===== src/rtl/trigger_link_framer.sv =====
// GEM trigger link framer: packs per-BX cluster groups into 16-bit + K-flag
// frames on NLINKS GTX lanes, with BC0 / marker / overflow / idle control
// characters and data, all-ones, BX-counter and PRBS-15 test modes.
// Ports: clock, reset_n (sync, active-low), clusters_i, overflow_i,
//        resync_i, mode_i -> link_data_o, link_isk_o, frame_o, bc0_o,
//        marker_o, ovf_dropped_o.
module trigger_link_framer #(
  parameter int NCLUSTERS         = 8,
  parameter int CLUSTER_BITS      = 14,
  parameter int CLUSTERS_PER_LINK = 4,
  parameter int LINK_COPIES       = 2,
  parameter int FRAMES_PER_BX     = 4,
  parameter int BC0_PERIOD        = 3564,
  parameter int MARKER_PERIOD     = 128,
  localparam int NLINKS =
    NCLUSTERS / CLUSTERS_PER_LINK * LINK_COPIES,
  localparam int FW =
    (FRAMES_PER_BX > 1) ? $clog2(FRAMES_PER_BX) : 1
) (
  input  logic                              clock,
  input  logic                              reset_n,
  input  logic [NCLUSTERS*CLUSTER_BITS-1:0] clusters_i,
  input  logic                              overflow_i,
  input  logic                              resync_i,
  input  logic [1:0]                        mode_i,
  output logic [NLINKS*16-1:0]              link_data_o,
  output logic [NLINKS*2-1:0]               link_isk_o,
  output logic [FW-1:0]                     frame_o,
  output logic                              bc0_o,
  output logic                              marker_o,
  output logic                              ovf_dropped_o
);

  localparam int NGROUPS = NCLUSTERS / CLUSTERS_PER_LINK;
  localparam int GW  = CLUSTERS_PER_LINK * CLUSTER_BITS;
  localparam int PW  = FRAMES_PER_BX * 16 - 8;
  localparam int BW  = FRAMES_PER_BX * 16;
  localparam int BXW = $clog2(BC0_PERIOD);
  localparam int MKW = $clog2(MARKER_PERIOD);

  localparam logic [FW-1:0]  FLAST  = FW'(FRAMES_PER_BX - 1);
  localparam logic [BXW-1:0] BXLAST = BXW'(BC0_PERIOD - 1);
  localparam logic [MKW-1:0] MKLAST = MKW'(MARKER_PERIOD - 1);

  logic [FW-1:0]         r_frame_cnt;
  logic [BXW-1:0]        r_bx_cnt;
  logic [MKW-1:0]        r_mk_cnt;
  logic [14:0]           r_lfsr;
  logic                  r_resync_pend;
  logic [NGROUPS*BW-1:0] r_buf;

  logic                    w_boundary;
  logic [BXW-1:0]          w_bx_next;
  logic [MKW-1:0]          w_mk_next;
  logic                    w_bc0;
  logic                    w_marker;
  logic                    w_ovf;
  logic [7:0]              w_ctrl;
  logic [CLUSTER_BITS-1:0] w_bx_slot;
  logic [CLUSTER_BITS-1:0] w_lfsr_slot;
  logic [14:0]             w_lfsr_next;
  logic [FW-1:0]           w_fnext;
  logic [NGROUPS*BW-1:0]   w_buf;
  logic [NLINKS*16-1:0]    w_word0;
  logic [NLINKS*16-1:0]    w_wordk;

  assign w_boundary = (r_frame_cnt == FLAST);
  assign w_fnext    = r_frame_cnt + FW'(1);

  // A resync seen on the boundary cycle itself counts immediately.
  always_comb begin
    if (r_resync_pend || resync_i)
      w_bx_next = '0;
    else if (r_bx_cnt == BXLAST)
      w_bx_next = '0;
    else
      w_bx_next = r_bx_cnt + BXW'(1);
  end

  // BC0 restarts the marker spacing.
  always_comb begin
    if (w_bx_next == '0)
      w_mk_next = '0;
    else if (r_mk_cnt == MKLAST)
      w_mk_next = '0;
    else
      w_mk_next = r_mk_cnt + MKW'(1);
  end

  assign w_bc0    = (w_bx_next == '0);
  assign w_marker = !w_bc0 && (w_mk_next == '0);
  assign w_ovf    = overflow_i && (mode_i == 2'd0);

  always_comb begin
    w_ctrl = 8'hBC;
    if (w_bc0)
      w_ctrl = 8'h1C;
    else if (w_marker)
      w_ctrl = 8'hFC;
    else if (w_ovf)
      w_ctrl = 8'hDC;
  end

  assign w_bx_slot   = CLUSTER_BITS'(w_bx_next);
  assign w_lfsr_slot = CLUSTER_BITS'(r_lfsr);
  assign w_lfsr_next = {r_lfsr[13:0], r_lfsr[14] ^ r_lfsr[13]};

  // Whole-BX frame per group: {payload, ctrl}, word k at bits [16k+:16].
  always_comb begin
    logic [GW-1:0] w_grp;
    w_buf = '0;
    for (int g = 0; g < NGROUPS; g++) begin
      w_grp = '0;
      for (int s = 0; s < CLUSTERS_PER_LINK; s++) begin
        case (mode_i)
          2'd0: w_grp[s*CLUSTER_BITS +: CLUSTER_BITS] =
                  clusters_i[(g*CLUSTERS_PER_LINK+s)*CLUSTER_BITS
                             +: CLUSTER_BITS];
          2'd1: w_grp[s*CLUSTER_BITS +: CLUSTER_BITS] = '1;
          2'd2: w_grp[s*CLUSTER_BITS +: CLUSTER_BITS] = w_bx_slot;
          default:
                w_grp[s*CLUSTER_BITS +: CLUSTER_BITS] = w_lfsr_slot;
        endcase
      end
      w_buf[g*BW +: BW] = {PW'(w_grp), w_ctrl};
    end
  end

  always_comb begin
    w_word0 = '0;
    w_wordk = '0;
    for (int l = 0; l < NLINKS; l++) begin
      w_word0[l*16 +: 16] = w_buf[(l/LINK_COPIES)*BW +: 16];
      w_wordk[l*16 +: 16] =
        r_buf[(l/LINK_COPIES)*BW + 16*int'(w_fnext) +: 16];
    end
  end

  always_ff @(posedge clock) begin
    if (!reset_n) begin
      r_frame_cnt   <= FLAST;
      r_bx_cnt      <= BXLAST;
      r_mk_cnt      <= MKLAST;
      r_lfsr        <= 15'h7FFF;
      r_resync_pend <= 1'b0;
      r_buf         <= '0;
      link_data_o   <= {NLINKS{16'h00BC}};
      link_isk_o    <= {NLINKS{2'b01}};
      frame_o       <= '0;
      bc0_o         <= 1'b0;
      marker_o      <= 1'b0;
      ovf_dropped_o <= 1'b0;
    end else if (w_boundary) begin
      r_frame_cnt   <= '0;
      r_bx_cnt      <= w_bx_next;
      r_mk_cnt      <= w_mk_next;
      r_lfsr        <= w_lfsr_next;
      r_resync_pend <= 1'b0;
      r_buf         <= w_buf;
      link_data_o   <= w_word0;
      link_isk_o    <= {NLINKS{2'b01}};
      frame_o       <= '0;
      bc0_o         <= w_bc0;
      marker_o      <= w_marker;
      ovf_dropped_o <= w_ovf && (w_bc0 || w_marker);
    end else begin
      r_frame_cnt   <= w_fnext;
      if (resync_i)
        r_resync_pend <= 1'b1;
      link_data_o   <= w_wordk;
      link_isk_o    <= '0;
      frame_o       <= w_fnext;
      bc0_o         <= 1'b0;
      marker_o      <= 1'b0;
      ovf_dropped_o <= 1'b0;
    end
  end

endmodule


===== config.mk =====
export PLATFORM = sky130hd
export DESIGN_NAME = trigger_link_framer
export DESIGN_NICKNAME = d
export VERILOG_FILES = /design/src/rtl/trigger_link_framer.sv
export SDC_FILE = /design/constraint.sdc
export NUM_CORES = 1
export LEC_CHECK = 0
export CORE_MARGIN = 3
export CORE_UTILIZATION = 37
export DETAILED_ROUTE_END_ITERATION = 8
export GPL_TIMING_DRIVEN = 0
export PLACE_DENSITY = 0.64
export SYNTH_ARGS = -nofsm -noshare
export SYNTH_HDL_FRONTEND = slang
export SYNTH_SLANG_ARGS = --single-unit

===== constraint.sdc =====
create_clock -name clock -period 3.6 [get_ports clock]
set_input_delay 0.54 -clock clock [delete_from_list [all_inputs] [get_ports clock]]
set_output_delay 0.54 -clock clock [all_outputs]
set_load 0.03 [all_outputs]

**Yosys cells after proc, flatten, opt, wreduce, memory -nomap -nowiden**

Cells that the tools add are included.

- Output and inout port bits: 77
- Register bits: 242
- Word-level logic and storage cells: 54
- Bits of input ports: 118

- Shifts and indexed selects: 2
- Bitwise operators: 2
- Mux-type cells: 18
- Add/subtract/negate cells: 4
- Reduce and logical (&&, ||, !) cells: 11
- Equality and inequality tests: 5

Operators by type and width:

| kind | number |
|---|---|
| one-hot mux 14 bit (3 select lines) | 8 |
| indexed part select 128 x 7 -> 16 bit | 1 |
| indexed part select 128 x 9 -> 16 bit | 1 |
| two-way mux 64 bit | 1 |
| two-way mux 7 bit | 5 |
| two-way mux 12 bit | 2 |
| adder 12 x 1 -> 12 bit (second input constant) | 1 |
| == test 12 bit (second input constant) | 1 |
| logical NOT 12 bit | 1 |
| adder 7 x 6 -> 8 bit (first input constant) | 1 |
| two-way mux 8 bit | 1 |
| adder 7 x 1 -> 7 bit (second input constant) | 1 |
| == test 7 bit (second input constant) | 1 |
| logical NOT 7 bit | 1 |
| == test 2 bit (second input constant) | 2 |
| logical AND 1 bit | 3 |
| adder 2 x 1 -> 2 bit (second input constant) | 1 |
| == test 2 x 1 -> 1 bit (second input constant) | 1 |
| logical NOT 2 bit | 1 |
| logical OR 1 bit | 2 |
| two-way mux 2 bit | 1 |
| AND reduction 2 bit | 1 |
| OR reduction 2 bit | 1 |
| logical NOT 1 bit | 1 |
| other kinds (2) | 2 |

**Logic depth before layout (Yosys ltp)**

- Depth after elaboration: 10
- Depth in mapped cells: 9
- Depth with buffers taken out: 7

**Worst setup path before layout**

OpenSTA, ideal clock, no wires.

- Kind: in2reg
- Start point: in resync_i
- End point: reg link_data_o[27]
- Data arrival time: 1.987 ns
- Cell stages on the path: 8
- Library setup time: 0.064 ns
- Path slack: 1.549 ns
- Path buffers: 2
- Path through: or2_2 > clkbuf_2 > a41o_1 > buf_6 > o41a_4 > o21ai_2 > nand2_1 > nor2_1

- Longest elaborated chain between the ends: 4

Ends and longest elaborated chain:

| what | line | RTL |
|---|---|---|
| start: declaration | 24 | `input logic resync_i,` |
| logical OR 1 bit | 72 | `if (r_resync_pend \|\| resync_i)` |
| two-way mux 12 bit | 72 |  |
| one-hot mux 14 bit (3 select lines) | 115 | `case (mode_i)` |
| two-way mux 64 bit | 153 | `end else if (w_boundary) begin` |
| end signal: assignment | 147 | `link_data_o <= {NLINKS{16'h00BC}};` |
| end signal: assignment | 160 | `link_data_o <= w_word0;` |
| end signal: assignment | 170 | `link_data_o <= w_wordk;` |
| end: declaration | 26 | `output logic [NLINKS*16-1:0] link_data_o,` |

Every way passes these cells.
A chain may end at the register's enable or synchronous reset.

**Final worst setup path**

- Start point: reg r_frame_cnt[0]
- End point: reg r_buf[118]

- Longest elaborated chain between the ends: 1

Ends and longest elaborated chain:

| what | line | RTL |
|---|---|---|
| start: declaration | 45 | `logic [FW-1:0] r_frame_cnt;` |
| start signal: assignment | 167 | `r_frame_cnt <= w_fnext;` |
| == test 2 bit | 67 | `assign w_boundary = (r_frame_cnt == FLAST);` |
| via w_boundary | 52 | `logic w_boundary;` |
| end signal: assignment | 159 | `r_buf <= w_buf;` |
| end: declaration | 50 | `logic [NGROUPS*BW-1:0] r_buf;` |

The timed path passes the listed nets, and every way through them passes these cells.

==> impl_metrics.json <==
{
  "crit_type": "reg -> reg",
  "max-slew-margin-rel_pct": 24.9,
  "ctsResizeCount": 0,
  "die_x_um": 160,
  "grt_pass1_wl_um": 50000,
  "rsz0062_at_grt": "false",
  "gp_congestion": 0.893,
  "avgViaCountPerCell": 5.54,
  "cts_sinks": 191,
  "place_ws_ns": 0.644,
  "stdcell_area_um2": 11700,
  "netlist_instances": 1012,
  "grt_max_degree": 20,
  "ys_seq_area_share_pct": 43.4,
  "die_h_um": 160,
  "holdBufCountCts": 0,
  "antenna_found_initial": 0,
  "clkLatencyLatePin_ns": 0.44,
  "critical_path.max_fanout": 10,
  "yosysWarnings": 0,
  "gr-total-overflow": 0,
  "start_util_pct": 38.3,
  "cap_violations": 0,
  "critPathArrivalTime_ns": 3.48,
  "floorplan.rows": 55,
  "ir_drop_mv": 0.263,
  "cts_made_buffers": 17,
  "drc": 0,
  "hold_class": "reg -> reg",
  "antenna_left": 0,
  "hold_viol": 0,
  "finalNetCount": 1342,
  "htreeDepth": 4,
  "total_power_mw": 6.51,
  "grt_pass1_vias": 8168,
  "tns_ns": 0,
  "leakage_nw": 4.41,
  "avgSynthCellArea_um2": 8.70,
  "async_reset_ff_share_pct": 0,
  "path_clk_slew_ns": 0.08,
  "grtUsageTotal_pct": 25.3,
  "drt_first_pass_iters": 6,
  "drive_gt1_share_pct": 11.4,
  "io_pins": 195,
  "fin_crit_sh_pct": 88.6,
  "synth_flop_cell": "dfxtp_1",
  "via_count": 8558,
  "diodes": 0,
  "yosysUniqueCellTypes": 64,
  "slew_violations": 0,
  "clock_skew_ns": 0.0139,
  "worst_slew_pin_slew_ns": 1.13,
  "period_minus_slack_ns": 3.19,
  "setup_viol": 0,
  "synth_enable_flop_cells": 0,
  "wl_um": 33200,
  "fmax_mhz": 314,
  "die_area_um2": 25700,
  "portBuffers": 187,
  "cts_tree": "built",
  "wl_per_cell_um": 21.5,
  "crit_path_start_kind": "flop",
  "place_area_um2": 11100,
  "dpl.hpwl_um": 24200,
  "fin_ws_ns": 0.411,
  "postCtsSetupRepairBufs": 0,
  "netlist_area_um2": 8800,
  "drtIter0Drc": 884,
  "cp-end-kind": "flop",
  "place_inst": 1515,
  "core_area_um2": 23000,
  "cts_root_buf": "clkbuf_16",
  "ys_seq_elements": 191,
  "power_density_nw_per_um2": 557,
  "critPathRequiredTime_ns": 3.89,
  "outcome": "finished, final reports clean",
  "clockBufferDepth": 2,
  "fin_cells": 1546,
  "syn_to_final_growth_pct": 32.6
}
## worst paths after layout
kind	start	endpoint	slack (ns)	cells past startpoint
hold reg to reg	r_buf[127]$_SDFFE_PN0P_	r_buf[127]$_SDFFE_PN0P_	0.45	2
setup reg to reg	r_frame_cnt[0]$_SDFF_PN1_	r_buf[118]$_SDFFE_PN0P_	0.41	7
setup / recovery	r_frame_cnt[0]$_SDFF_PN1_	r_buf[118]$_SDFFE_PN0P_	0.41	7
hold / removal	r_buf[127]$_SDFFE_PN0P_	r_buf[127]$_SDFFE_PN0P_	0.45	2
## layout make-up
| type | count | area (um2) |
|---|---|---|
| fill | 2225 | 11300 |
| multi-input combinational | 690 | 4290 |
| sequential | 191 | 3820 |
| timing repair buffer | 187 | 1870 |
| buffer | 125 | 669 |
| clock buffer | 17 | 425 |
| tap | 313 | 392 |
| clock inverter | 14 | 174 |
| inverter | 9 | 33.8 |
## cells by family after synthesis
group	Yosys count	share of synthesized area, %
buf+inv	134	7.99
fa+ha+maj	3	0.426
mux	46	9.21
simple gates	287	14.3
other cells	1	0.0426
compound gates	336	23.2
flops	191	43.4
xor+xnor	14	1.39
## per-stage QoR
| stage | hold WS, ns | util (%) |
|---|---|---|
| 4_1_cts | 0.454 | 50.8 |
| 3_5_place_dp | 0.437 | 48.2 |
| 5_1_grt | 0.489 | 50.8 |
| 3_3_place_gp | 0.431 | 48.2 |
| 2_1_floorplan | 0.420 | - |
| 6_report | 0.451 | 50.8 |
## routing by layer
layer / GRT usage, % / vias up / part of all wire [%]
met5: 0 / - / 0
met3: 6.54 / 50 / 8.8
met1: 34.3 / 4083 / 44
met2: 39.8 / 448 / 45
li1: - / 3977 / -
met4: 7.53 / 0 / 2.1
## cell usage in the layout (no fill, tap or decap), drive strengths merged, types with 6 or more instances in the layout
master         Yosys  routed
o21ai            160     160
inv                9      15
nand3             12      12
nand2            104     104
a31oi              9       9
buf               61      61
nor2             121     121
clkbuf            64      81
xnor2              9       9
mux2i             18      18
a211oi            31      31
and3               6       6
clkdlybuf4s50      0     187
dfxtp            191     191
mux4              28      28
or3                7       7
a21oi             87      87
o31ai              9       9
## critical path: stages (launching register included)
cell and delay (ns):
dfxtp_1 0.39, ha_1 0.22, clkbuf_1 0.47, inv_1 0.12
clkbuf_1 0.31, buf_1 0.41, a21oi_1 0.97, a21oi_1 0.15
## power breakdown
part / internal (mW) / switching, mW / total [mW]
registers: 2.39 / 0.192 / 2.58
clock network: 0.994 / 0.953 / 1.95
logic: 0.839 / 1.14 / 1.98
## cell usage after synthesis, types with 5 or more instances
cell type	number	area (um2)
a211oi_1	23	173
a211oi_2	8	100
a21oi_1	87	435
a31oi_1	9	56.3
and2_1	5	31.3
and3_1	6	37.5
and4_1	5	43.8
buf_1	5	18.8
buf_2	11	55.1
buf_4	41	308
clkbuf_1	62	233
dfxtp_1	191	3820
inv_1	9	33.8
mux2i_1	18	180
mux4_2	28	631
nand2_1	103	387
nand3_1	12	60.1
nor2_1	121	454
o21a_1	5	37.5
o21ai_0	154	771
o31ai_1	8	60.1
or3_1	7	43.8
xnor2_1	9	78.8
xor2_1	5	43.8
## state kept, by name, summed over array words and instances (netlist names)
| register | count |
|---|---|
| bc0_o | 1 |
| frame_o | 2 |
| r_buf | 116 |
| link_isk_o | 1 |
| link_data_o | 32 |
| marker_o | 1 |
| r_bx_cnt | 12 |
| r_resync_pend | 1 |
| ovf_dropped_o | 1 |
| r_frame_cnt | 2 |
| r_mk_cnt | 7 |
| r_lfsr | 15 |
Power figures use the tool's default switching activity.
